### src/rtl/fpu_multiply_iterative_pkg.sv
// Types and helpers for the iterative single-precision multiplier: float fields,
// special-value conditions, unrounded result, FSM state and working registers.
package fpu_multiply_iterative_pkg;

  typedef logic [2:0] fpu_round_mode_t;

  typedef enum logic [1:0] {ST_IDLE, ST_MUL, ST_NORM, ST_DONE} fpu_mul_state_t;

  typedef struct packed {
    logic        sign;
    logic [7:0]  exponent;
    logic [22:0] mantissa;
  } fpu_float_t;

  typedef struct packed {
    logic nan;
    logic inf;
    logic zero;
  } fpu_cond_t;

  typedef struct packed {
    logic        sign;
    logic [7:0]  exponent;
    logic [23:0] mantissa;
    logic [2:0]  guard;
    fpu_cond_t   cond;
  } fpu_result_t;

  typedef struct packed {
    logic              sign;
    logic signed [9:0] exponent;
    fpu_cond_t         cond;
  } fpu_mul_exp_t;

  typedef struct packed {
    logic              sign;
    logic [47:0]       product;
    logic signed [9:0] exponent;
    fpu_cond_t         cond;
    fpu_round_mode_t   mode;
    logic [4:0]        count;
  } fpu_mul_work_t;

  // Denormals flush to zero, so any zero exponent counts as zero.
  function automatic fpu_cond_t fpu_float_classify(fpu_float_t f);
    fpu_cond_t c;
    c.zero = (f.exponent == 8'd0);
    c.inf  = (f.exponent == 8'hFF) && (f.mantissa == 23'd0);
    c.nan  = (f.exponent == 8'hFF) && (f.mantissa != 23'd0);
    return c;
  endfunction

  function automatic fpu_mul_exp_t fpu_float_mul_exponent(fpu_float_t a, fpu_float_t b);
    fpu_mul_exp_t r;
    fpu_cond_t    ca;
    fpu_cond_t    cb;
    ca = fpu_float_classify(a);
    cb = fpu_float_classify(b);
    r.sign      = a.sign ^ b.sign;
    r.exponent  = $signed({2'b00, a.exponent}) + $signed({2'b00, b.exponent}) - 10'sd127;
    r.cond.nan  = ca.nan | cb.nan | (ca.inf & cb.zero) | (ca.zero & cb.inf);
    r.cond.inf  = ca.inf | cb.inf;
    r.cond.zero = ca.zero | cb.zero;
    return r;
  endfunction

  // Flags resolve nan > inf > zero; forced results carry no mantissa bits.
  function automatic fpu_result_t fpu_float_mul_normalize(fpu_mul_work_t w);
    fpu_result_t       r;
    logic signed [9:0] e;
    logic [23:0]       m;
    logic [2:0]        g;
    if (w.product[47]) begin
      e = w.exponent + 10'sd1;
      m = w.product[47:24];
      g = {w.product[23:22], |w.product[21:0]};
    end else begin
      e = w.exponent;
      m = w.product[46:23];
      g = {w.product[22:21], |w.product[20:0]};
    end
    r      = '0;
    r.sign = w.sign;
    if (w.cond.nan) begin
      r.cond.nan = 1'b1;
      r.exponent = 8'hFF;
    end else if (w.cond.inf || e >= 10'sd255) begin
      r.cond.inf = 1'b1;
      r.exponent = 8'hFF;
    end else if (w.cond.zero || e <= 10'sd0) begin
      r.cond.zero = 1'b1;
    end else begin
      r.exponent = e[7:0];
      r.mantissa = m;
      r.guard    = g;
    end
    return r;
  endfunction

endpackage

### src/rtl/fpu_multiply_iterative_if.sv
// Operand and result valid/ready channels of the iterative multiplier.
interface fpu_multiply_iterative_if;
  logic        in_valid;
  logic        in_ready;
  logic [31:0] in_a;
  logic [31:0] in_b;
  logic [2:0]  in_mode;
  logic        out_valid;
  logic        out_ready;
  logic        out_sign;
  logic [7:0]  out_exponent;
  logic [23:0] out_mantissa;
  logic [2:0]  out_guard;
  logic        out_nan;
  logic        out_inf;
  logic        out_zero;
  logic [2:0]  out_mode;

  modport master (
    output in_valid, in_a, in_b, in_mode, out_ready,
    input  in_ready, out_valid, out_sign, out_exponent, out_mantissa,
           out_guard, out_nan, out_inf, out_zero, out_mode
  );

  modport slave (
    input  in_valid, in_a, in_b, in_mode, out_ready,
    output in_ready, out_valid, out_sign, out_exponent, out_mantissa,
           out_guard, out_nan, out_inf, out_zero, out_mode
  );
endinterface

### src/rtl/fpu_multiply_iterative_step.sv
// One shift-add iteration: accumulates mcand times the low RADIX_BITS of mplier,
// then advances both operands by RADIX_BITS.
module fpu_mul_step #(
  parameter int RADIX_BITS = 1
) (
  input  logic [47:0] acc,
  input  logic [47:0] mcand,
  input  logic [23:0] mplier,
  output logic [47:0] acc_next,
  output logic [47:0] mcand_next,
  output logic [23:0] mplier_next
);
  logic [47:0] pp [RADIX_BITS];
  logic [47:0] pp_sum;

  for (genvar gi = 0; gi < RADIX_BITS; gi++) begin : g_pp
    assign pp[gi] = mplier[gi] ? (mcand << gi) : 48'd0;
  end

  always_comb begin
    pp_sum = 48'd0;
    for (int i = 0; i < RADIX_BITS; i++) pp_sum = pp_sum + pp[i];
  end

  assign acc_next    = acc + pp_sum;
  assign mcand_next  = mcand << RADIX_BITS;
  assign mplier_next = mplier >> RADIX_BITS;
endmodule

### src/rtl/fpu_multiply_iterative.sv
// Iterative single-precision multiplier producing unrounded mantissa + GRS bits.
// Define FPU_MUL_EARLY_OUT_EN to skip the MUL phase for nan/inf/zero operands.
module fpu_multiply_iterative
  import fpu_multiply_iterative_pkg::*;
#(
  parameter int RADIX_BITS = 1
) (
  input logic                     clk,
  input logic                     rst_n,
  fpu_multiply_iterative_if.slave bus
);
  localparam int         ITERS = 24 / RADIX_BITS;
  localparam logic [4:0] LAST  = 5'(ITERS - 1);

  fpu_mul_state_t state_reg, state_next;
  fpu_mul_work_t  work_reg;
  fpu_result_t    result_reg;
  logic [47:0]    mcand_reg;
  logic [23:0]    mplier_reg;
  logic [47:0]    acc_next, mcand_next;
  logic [23:0]    mplier_next;
  fpu_float_t     a_f, b_f;
  fpu_mul_exp_t   cap;
  logic           early_out;

  assign a_f = bus.in_a;
  assign b_f = bus.in_b;
  assign cap = fpu_float_mul_exponent(a_f, b_f);

`ifdef FPU_MUL_EARLY_OUT_EN
  assign early_out = |cap.cond;
`else
  assign early_out = 1'b0;
`endif

  fpu_mul_step #(.RADIX_BITS(RADIX_BITS)) u_step (
    .acc         (work_reg.product),
    .mcand       (mcand_reg),
    .mplier      (mplier_reg),
    .acc_next    (acc_next),
    .mcand_next  (mcand_next),
    .mplier_next (mplier_next)
  );

  always_ff @(posedge clk or negedge rst_n) begin
    if (!rst_n) state_reg <= ST_IDLE;
    else        state_reg <= state_next;
  end

  always_comb begin
    state_next = state_reg;
    case (state_reg)
      ST_IDLE: if (bus.in_valid) state_next = early_out ? ST_NORM : ST_MUL;
      ST_MUL:  if (work_reg.count == LAST) state_next = ST_NORM;
      ST_NORM: state_next = ST_DONE;
      ST_DONE: if (bus.out_ready) state_next = ST_IDLE;
      default: state_next = ST_IDLE;
    endcase
  end

  always_comb begin
    bus.in_ready  = (state_reg == ST_IDLE);
    bus.out_valid = (state_reg == ST_DONE);
  end

  // Multiplicand walks left and multiplier walks right, so each step sees its bits at [0].
  always_ff @(posedge clk or negedge rst_n) begin
    if (!rst_n) begin
      work_reg   <= '0;
      result_reg <= '0;
      mcand_reg  <= '0;
      mplier_reg <= '0;
    end else begin
      case (state_reg)
        ST_IDLE: if (bus.in_valid) begin
          work_reg.sign     <= cap.sign;
          work_reg.product  <= 48'd0;
          work_reg.exponent <= cap.exponent;
          work_reg.cond     <= cap.cond;
          work_reg.mode     <= bus.in_mode;
          work_reg.count    <= 5'd0;
          mcand_reg         <= {24'd0, 1'b1, a_f.mantissa};
          mplier_reg        <= {1'b1, b_f.mantissa};
        end
        ST_MUL: begin
          work_reg.product <= acc_next;
          work_reg.count   <= work_reg.count + 5'd1;
          mcand_reg        <= mcand_next;
          mplier_reg       <= mplier_next;
        end
        ST_NORM: result_reg <= fpu_float_mul_normalize(work_reg);
        default: ;
      endcase
    end
  end

  assign bus.out_sign     = result_reg.sign;
  assign bus.out_exponent = result_reg.exponent;
  assign bus.out_mantissa = result_reg.mantissa;
  assign bus.out_guard    = result_reg.guard;
  assign bus.out_nan      = result_reg.cond.nan;
  assign bus.out_inf      = result_reg.cond.inf;
  assign bus.out_zero     = result_reg.cond.zero;
  assign bus.out_mode     = work_reg.mode;
endmodule

### src/flat_wrapper.sv
// flat-port wrapper written by rule: the top's interface ports become plain ports
module fpu_multiply_iterative_flat import fpu_multiply_iterative_pkg::*;
#(
  parameter int RADIX_BITS = 1
)
  (clk, rst_n, bus_in_valid, bus_in_a, bus_in_b, bus_in_mode, bus_out_ready, bus_in_ready, bus_out_valid, bus_out_sign, bus_out_exponent, bus_out_mantissa, bus_out_guard, bus_out_nan, bus_out_inf, bus_out_zero, bus_out_mode);
  fpu_multiply_iterative_if bus_i ();
  input logic clk;
  input logic rst_n;
  input wire logic [$bits(bus_i.in_valid)-1:0] bus_in_valid;
  input wire logic [$bits(bus_i.in_a)-1:0] bus_in_a;
  input wire logic [$bits(bus_i.in_b)-1:0] bus_in_b;
  input wire logic [$bits(bus_i.in_mode)-1:0] bus_in_mode;
  input wire logic [$bits(bus_i.out_ready)-1:0] bus_out_ready;
  output wire logic [$bits(bus_i.in_ready)-1:0] bus_in_ready;
  output wire logic [$bits(bus_i.out_valid)-1:0] bus_out_valid;
  output wire logic [$bits(bus_i.out_sign)-1:0] bus_out_sign;
  output wire logic [$bits(bus_i.out_exponent)-1:0] bus_out_exponent;
  output wire logic [$bits(bus_i.out_mantissa)-1:0] bus_out_mantissa;
  output wire logic [$bits(bus_i.out_guard)-1:0] bus_out_guard;
  output wire logic [$bits(bus_i.out_nan)-1:0] bus_out_nan;
  output wire logic [$bits(bus_i.out_inf)-1:0] bus_out_inf;
  output wire logic [$bits(bus_i.out_zero)-1:0] bus_out_zero;
  output wire logic [$bits(bus_i.out_mode)-1:0] bus_out_mode;
  assign bus_i.in_valid = bus_in_valid;
  assign bus_i.in_a = bus_in_a;
  assign bus_i.in_b = bus_in_b;
  assign bus_i.in_mode = bus_in_mode;
  assign bus_i.out_ready = bus_out_ready;
  assign bus_in_ready = bus_i.in_ready;
  assign bus_out_valid = bus_i.out_valid;
  assign bus_out_sign = bus_i.out_sign;
  assign bus_out_exponent = bus_i.out_exponent;
  assign bus_out_mantissa = bus_i.out_mantissa;
  assign bus_out_guard = bus_i.out_guard;
  assign bus_out_nan = bus_i.out_nan;
  assign bus_out_inf = bus_i.out_inf;
  assign bus_out_zero = bus_i.out_zero;
  assign bus_out_mode = bus_i.out_mode;
  fpu_multiply_iterative #(.RADIX_BITS(RADIX_BITS)) u_core (.clk(clk), .rst_n(rst_n), .bus(bus_i));
endmodule
### config.mk
export PLATFORM = sky130hd
export DESIGN_NAME = fpu_multiply_iterative_flat
export DESIGN_NICKNAME = d
export VERILOG_FILES = /design/src/rtl/fpu_multiply_iterative_pkg.sv /design/src/rtl/fpu_multiply_iterative_if.sv /design/src/rtl/fpu_multiply_iterative_step.sv /design/src/rtl/fpu_multiply_iterative.sv /design/src/flat_wrapper.sv
export SDC_FILE = /design/constraint.sdc
export NUM_CORES = 1
export LEC_CHECK = 0
export CAP_MARGIN = 30
export CORE_MARGIN = 2
export CORE_UTILIZATION = 55
export CTS_BUF_LIST = sky130_fd_sc_hd__clkbuf_2 sky130_fd_sc_hd__clkbuf_4 sky130_fd_sc_hd__clkbuf_8
export CTS_CLUSTER_DIAMETER = 100
export CTS_CLUSTER_SIZE = 10
export DETAILED_ROUTE_END_ITERATION = 8
export PLACE_DENSITY = 0.77
export SKIP_LAST_GASP = 1
export SYNTH_ARGS = -nofsm -noshare
export SYNTH_HDL_FRONTEND = slang
export SYNTH_HIERARCHICAL = 1
export SYNTH_SLANG_ARGS = --single-unit
### constraint.sdc
create_clock -name clk -period 8.8 [get_ports clk]
set_clock_uncertainty 0.15 [all_clocks]
set_input_delay 1.76 -clock clk [delete_from_list [all_inputs] [get_ports clk]]
set_output_delay 1.76 -clock clk [all_outputs]
set_load 0.02 [all_outputs]
==> metrics list, run 1 <==
- Clk Latency, worst-skew pair: 0.46 ns
- I/O pin count: about 120
- Initial core utilization: 56.1%
- Overall die area: ~24000 µm²
- The total count of hold-check failures in the final report was 0.
* Number of nets in the final layout: between 1k and 1.5k
* Final period utilization: 46.5%
- Placed wire-length estimate after detailed placement: 19.5 mm
- DRT Wirelength: between 20 and 30 mm
- Top fanout value on the critical path: 27
- In the synthesized netlist the dominant register cell turns out to be dfrtp_1.
- Category of the worst setup path launch point: flip-flop
* Inserted Clock Buffers: 17
* Placer congestion estimate: between 0.9 and 1
- The Yosys step of the flow raised 6 warnings.
* Critical Path Start: u_core/mplier_reg[0]
- In this run the mean area of a mapped cell was ~9.4 µm².
* Post-CTS Repair Setup Buffers: 0
- The tree built by TritonCTS fans out to 183 sinks.
* DRC violations left: 0
- Leading cell types in the layout, fill and taps excluded: dfrtp_1, nand2_1, clkdlybuf4s50_1
- Setup violations remaining at the end of the flow were counted as 0.
- Entering global routing, the biggest net connects between 100 and 150 pins.
* Via density: 5.92
* Origin of the worst min-delay path: u_core/mplier_reg[8]
- IR analysis of the VDD net gives a maximum drop of 0.153 mV.
- For the final routed database, the setup TNS stands at 0 ns.
- Placeable Area: around 22000 µm²
* Cell at the root of the clock tree: clkbuf_8
- The worst path in the final design needs a cycle of between 4 and 5 ns, including I/O delays and setup.
* Outcome: finished, final reports clean
- Synthesis instantiated 77 different standard cells from the library.
- For this run the aggregate overflow at the end of global routing stands at 0.
- # resized after CTS: 0
* Relative slew margins: between 40% and 50%
- After filler insertion, the fill cell instance count of the layout stands at approximately 1.9k.
- Number of diodes: 0
- Clock-pin slew was measured on the worst setup and hold paths at roughly 0.1 ns.
* Yosys top cell area share: a little under two fifths
- In this run the horizontal extent of the chip is around 150 µm.
* Global-route wire length before repair: about 45 mm
* Power density over cell area: around 260 nW/µm²
* Instance count of the mapped netlist: approximately 1.3k
* Max-slew violation total from the final report: 0
* CTS tree: built
* Cell taking the most area after synthesis: dfrtp_1
- Slowest cell on crit path: dfrtp_1
- Synth area leaders: dfrtp_1, ha_1, mux2i_1
* Routed wire per std cell: between 15 and 20 µm
- Setup slack on the critical path of the routed design comes to around 4.7 ns.
* F_max: 0.244 GHz
- Input and output buffers added on the ports amount to around 110.
* Hold-fix buffers at CTS: 0
- Reg2reg setup slack: ~4.7 ns
- Die height: about 150 µm
* Combined global-route utilization of all metal layers: between 20% and 30%
* Layout cell share with drive strength beyond 1: just under 7%
- Number of flip-flops under the largest register name: 67
- The number of antenna violations at the first check in global routing is 0.
- Post-synthesis instance area: 12300 µm²
- Reported leakage power: 0.00598 µW
- STA puts the critical path data required time at around 9 ns.
* Class of the tightest hold or removal check: flip-flop to flip-flop
- Delay of the slowest cell on the worst path: around 0.70 ns
* Start of the worst register-to-register path: u_core/mplier_reg[0]
- First-pass iteration count of the detailed router: 5
- Max-cap violations in this run came to 0.
* Actual slew at the worst max-slew pin: between 0.8 and 0.9 ns
* Number of enable flip-flop cells after synthesis: 0
- Sequential area share after synthesis: between 30% and 40%
* Sum of internal, switching and leakage power: approximately 3600 µW
- Number of global-route vias before repair: 8940
- #FFs+latches synth: ~180
- STA classifies the critical path endpoint as a flip-flop.
* Starting DRT DRC Count: 595
- Utilization of the core after routing: 61.8%
* Async set or reset register ratio after synthesis: 100%
- The initialized floorplan defines 54 standard-cell rows.
* Most frequent standard cell in the layout excluding fill and tap cells: dfrtp_1
* Critical path arrival: 4.28 ns
* Maximum level of the CTS H-tree: 4
- Critical Path, Cell by Cell: buf_4 > and2_1 > ha_1 > a21oi_1 > o21bai_1 > o31a_1 > a2111oi_2 > o31ai_2 > a31oi_1 > a21oi_2 > xor2_1 > a22o_1
- Critical path class: flip-flop to flip-flop
* Number of nets with antenna violations after detailed routing: 0
- Summing over every cut layer, the via total after detailed routing is 9458.
- Unrepaired setup endpoints after global routing: false
- Maximum count of clock buffers along a single path: 2
- Pre-CTS setup slack: 4.27 ns
- Synthesis-to-layout area growth: 10.2%
## critical path, delay by kind of cell (launching register included)
kind | cells | cell delay, ns
and+or+nand+nor | 1 | 0.17
xor gates and xnor gates | 1 | 0.15
buffers and inverters | 1 | 0.36
DFF | 1 | 0.70
adders and majority gates | 1 | 0.30
AOI/OAI and AO/OA | 8 | 2.13
## through the flow
step	std cells	hold WS [ns]	cell area [µm²]
after floorplan	1305	0.294	12300
after global placement	1564	0.310	13000
after detailed placement	1566	0.320	13100
after CTS	1597	0.341	13500
after global routing	1598	0.362	13500
final	1598	0.336	13500
## cell usage after synthesis (4+ instances only)
cell	number
and2_1	53
xnor2_1	33
o21ai_0	95
nor4_1	20
and4_1	4
ha_1	68
nor2_1	57
o211ai_1	4
o2bb2ai_2	20
buf_4	78
xor2_1	28
a31oi_1	10
o2bb2ai_1	7
a21oi_1	63
nand2_1	130
clkbuf_1	54
buf_2	7
nand3_1	21
a22o_1	76
nand4_1	20
dfrtp_1	183
nor3_1	23
mux2i_1	76
nor2b_1	12
o22ai_1	4
nand2b_1	8
o21bai_1	10
inv_1	31
o21a_1	9
a211oi_1	5
a21o_1	25
mux2_2	6
## final timing paths
kind                                         endpoint  cells past startpoint
setup / recovery                  u_core/work_reg[65]                     12
hold / removal                   u_core/mplier_reg[8]                      2
setup reg to reg                  u_core/work_reg[65]                     12
hold reg to reg                  u_core/mplier_reg[8]                      2
max in group asynchronous         u_core/mcand_reg[8]                      2
min in group asynchronous  u_core/bus.out_exponent[2]                      1
## kinds of logic after synthesis
family,Yosys count,synth area share (%)
xor+xnor,61,4.35
fa+ha+maj,70,7.25
other cells,1,0.0305
flops,183,37.3
mux,82,6.74
buf+inv,175,7.92
simple gates,372,15.1
compound gates,360,21.3
## power by group
| group | internal, µW | switching, µW | total [µW] |
|---|---|---|---|
| registers | 1090 | 219 | 1300 |
| logic | 660 | 970 | 1630 |
| clock network | 337 | 300 | 637 |
| total | 2080 | 1490 | 3570 |
## routing by layer
layer	GRT usage, %	part of all wire [%]	up-vias	wire length, µm
met1	34.4	50	4551	13300
met3	3.54	4.0	20	1060
met2	34.9	45	212	11800
met4	5.33	1.0	0	265
li1	-	-	4675	-
met5	0	0	-	0
## layout make-up
| class | count | area, µm² | share of cell area [%] |
|---|---|---|---|
| Multi-Input combinational cell | 947 | 6750 | 49.9 |
| Sequential cell | 183 | 4580 | 33.8 |
| Timing Repair Buffer | 125 | 1280 | 9.44 |
| Tap cell | 280 | 350 | 2.59 |
| Clock buffer | 21 | 283 | 2.09 |
| Clock inverter | 10 | 170 | 1.26 |
| Inverter | 32 | 120 | 0.888 |
Power figures use the tool's default switching activity.
==> inputs of run 2 (changes only) <==
==> constraint.sdc (replaced) <==
create_clock -name clk -period 4.26 [get_ports clk]
set_clock_uncertainty 0.15 [all_clocks]
set_input_delay 0.852 -clock clk [delete_from_list [all_inputs] [get_ports clk]]
set_output_delay 0.852 -clock clk [all_outputs]
set_load 0.02 [all_outputs]
==> run 2 against run 1 <==
Register-to-register slack lost 4.2 ns. Core utilization decreased by 0.47 points. Largest power group unchanged. Sequential share of layout area rose by 0.27 points. Critical path type unchanged. Highest routed layer unchanged. Maximum frequency is 8.7% higher. Largest cell class unchanged.
==> metrics list, run 2 (same netlist as run 1, synthesis figures left out) <==
- Max Cap Viol: 0 (unchanged)
- The width of the chip was 153 µm (unchanged).
- Most frequent standard cell in the layout excluding fill and tap cells: dfrtp_1
- The worst IR drop on VDD came to 0.623 mV (+310%).
* Clock-pin transition on the worst setup and hold timing paths: 0.09 ns (about the same)
* Buffers & Inverters on Critical Path: 1 (unchanged)
* Length in cells of the worst reg-to-reg path: 12 (unchanged)
* Reg2reg setup slack: 0.50 ns (-4.21 ns)
- The power density of the placed cells is 534 nW/µm² (+100%).
- Number of diodes: 0 (unchanged)
- The pin count of the biggest net entering global routing was 121 (+5.2%).
- The data arrival time of the critical path is 3.97 ns (-0.31 ns).
* Start of the worst register-to-register path: u_core/mplier_reg[0]
- Class of the tightest hold or removal check: input port to asynchronous set/reset pin
* Critical path class: flip-flop to flip-flop
* Maximum count of clock buffers along a single path: 2 (unchanged)
- CTS tree: built
- Slowest cell on crit path: dfrtp_2
- The total of endpoints with negative setup slack in the final report came to 0 (unchanged).
- The effective utilization at floorplan is 56.1% (unchanged).
* DRT Wirelength: 27.4 mm (+3.8%)
- The critical path required time came to 4.47 ns (-4.52 ns).
- Leading cell types in the layout, fill and taps excluded: dfrtp_1, nand2_1, clkdlybuf4s50_1
- Final period utilization: 88.4% (+42 points)
- Delay of the slowest cell on the worst path: 0.59 ns (-0.11 ns)
- Smallest hold slack: 0.254 ns (-0.0815 ns)
* Category of the worst setup path launch point: flip-flop
* Combined global-route utilization of all metal layers: 24.1% (+1.2 points)
- Crit Reg-Reg Endpoint: u_core/work_reg[65]
* Number of flip-flops under the largest register name: 67 (unchanged)
- The overall via count from detail_route was 9546 (+0.93%).
* Clk Latency, worst-skew pair: 0.47 ns (about the same)
- The sink count of the clock tree came to 183 (unchanged).
- The detailed-router iteration count before antenna repair was 7 (+2).
- The remaining design rule violation count was 0 (unchanged).
- Critical Path Start: u_core/mplier_reg[0]
* Fill cell count: 1910 (+1.6%)
* Routed wire per std cell: 17.1 µm (+3.8%)
- The number of global-route vias before repair was 9268 (+3.7%).
- The post-layout worst setup margin was 0.495 ns (-4.21 ns).
- The final standard cell area without fillers is 13400 µm² (-0.76%).
* Hold-fix buffers at CTS: 0 (unchanged)
* Layout cell share with drive strength beyond 1: 6.90% (+0.076 points)
- The leakage power is 0.00592 µW (-1.0%).
* Outcome: finished, final reports clean
- The post-cts repair resize count is 0 (unchanged).
- Placed inst area: 13100 µm² (about the same)
- Crit path depth: 12 (unchanged)
* Final Hold Violating Endpoints: 0 (unchanged)
- The standard-cell row count came to 54 (unchanged).
- Overall die area: 23500 µm² (unchanged)
- STA classifies the critical path endpoint as a flip-flop.
- The number of antenna violations at the first check in global routing is 0 (unchanged).
* Critical Path, Cell by Cell: buf_4 > and2_1 > ha_1 > nand2_2 > or4_4 > nor3_1 > a2111oi_2 > o31ai_2 > a31oi_1 > a21oi_2 > xor2_1 > a22o_1
* Unrepaired setup endpoints after global routing: false
- Number of nets in the final layout: 1446 (-0.069%)
* Placed wire-length estimate after detailed placement: 20.4 mm (+4.5%)
* Top fanout value on the critical path: 32 (+19%)
- The violation count after the first detailed-routing iteration is 809 (+36%).
- Number of port buffers: 114 (unchanged)
- The final period demand of the worst path came to 3.76 ns (-0.328 ns).
- The max-slew violation total from the final report was 0 (unchanged).
* Inserted Clock Buffers: 17 (unchanged)
* Cell at the root of the clock tree: clkbuf_8
- The maximum level of the CTS H-tree was 4 (unchanged).
- Die height: 153 µm (unchanged)
* Placer congestion estimate: 0.911 (+0.29%)
- Total congestion overflow after global routing: 0 (unchanged)
- Number of nets with antenna violations after detailed routing: 0 (unchanged)
- The I/O pin count was 115 (unchanged).
* Actual slew at the worst max-slew pin: 0.869 ns (-0.0174 ns)
* Pre-CTS setup slack: 0.257 ns (-4.02 ns)
- From synthesis to final layout, the design area changed by 9.32%.
- Placeable Area: 21900 µm² (unchanged)
- The count of buffers added by post-CTS timing repair for setup was 0 (unchanged).
- The relative max-transition margin came to 42.0% (+1.2 points).
- F_max: 0.266 GHz (+8.7%)
- Worst path top cell family by delay: compound AO/OA/AOI/OAI gates
- Via density: 5.97 (+0.93%)
* Worst Setup EP: u_core/work_reg[65]
- Total negative slack for setup checks: 0 ns (unchanged)
- The global-route wire length before repair came to 46.6 mm (+3.9%).
==> run 2: cell types whose count changed in the layout (fill, tap and decap cells not counted), moves of 2 or more <==
cell,before,now
buf_12,1,3
inv_6,0,3
clkinv_2,1,4
buf_16,2,0
bufinv_16,4,1
clkbuf_8,20,18
clkinvlp_4,1,4
==> run 2: how the worst min path moves through the flow <==
stage,startpoint,end
6_report,rst_n,u_core/work_reg[11]
5_1_grt,rst_n,u_core/bus.out_exponent[4]
4_1_cts,rst_n,u_core/bus.out_exponent[5]
3_5_place_dp,u_core/mplier_reg[18],u_core/mplier_reg[18]
3_3_place_gp,u_core/mplier_reg[5],u_core/mplier_reg[5]
2_1_floorplan,u_core/work_reg[69],u_core/work_reg[69]
==> run 2: routing by layer <==
layer / part of all wire [%] / track usage [%] / vias to the layer above / wire length (µm)
met5: 0 / 0 / - / 0
met4: 1.6 / 7.16 / 0 / 445
met3: 4.1 / 3.40 / 39 / 1120
met2: 46 / 38.6 / 246 / 12700
met1: 48 / 34.2 / 4599 / 13100
li1: - / - / 4662 / -
==> run 2: final cells by class <==
type / count / area [µm²] / area share (%)
multi-input cells: 947 / 6750 / 50.3
flip-flops and latches: 183 / 4580 / 34.1
repair buffers: 124 / 1250 / 9.34
well taps: 280 / 350 / 2.61
clock buffers: 18 / 248 / 1.84
clock inverters: 14 / 124 / 0.922
inverters: 32 / 120 / 0.894
==> run 2: per-stage QoR <==
| step | utilization [%] | power [µW] | cells |
|---|---|---|---|
| final | 61.4 | 7170 | 1598 |
| after global routing | 61.4 | 7750 | 1598 |
| after global placement | 59.6 | 5980 | 1566 |
| after floorplan | - | 5440 | 1305 |
| after CTS | 61.3 | 7220 | 1598 |
| after detailed placement | 59.6 | 6080 | 1566 |
==> run 2: power breakdown <==
group / internal, µW / total (µW) / switching [µW]
sequential: 2240 / 2740 / 493
combinational: 1340 / 3310 / 1970
clock: 480 / 1120 / 644
==> run 2: worst reg2reg max path: stages, from the launching register on <==
cell and delay (ns):
dfrtp_2 0.59, buf_4 0.27, and2_1 0.15, ha_1 0.39
nand2_2 0.12, or4_4 0.56, nor3_1 0.26, a2111oi_2 0.14
o31ai_2 0.45, a31oi_1 0.18, a21oi_2 0.14, xor2_1 0.07
a22o_1 0.19
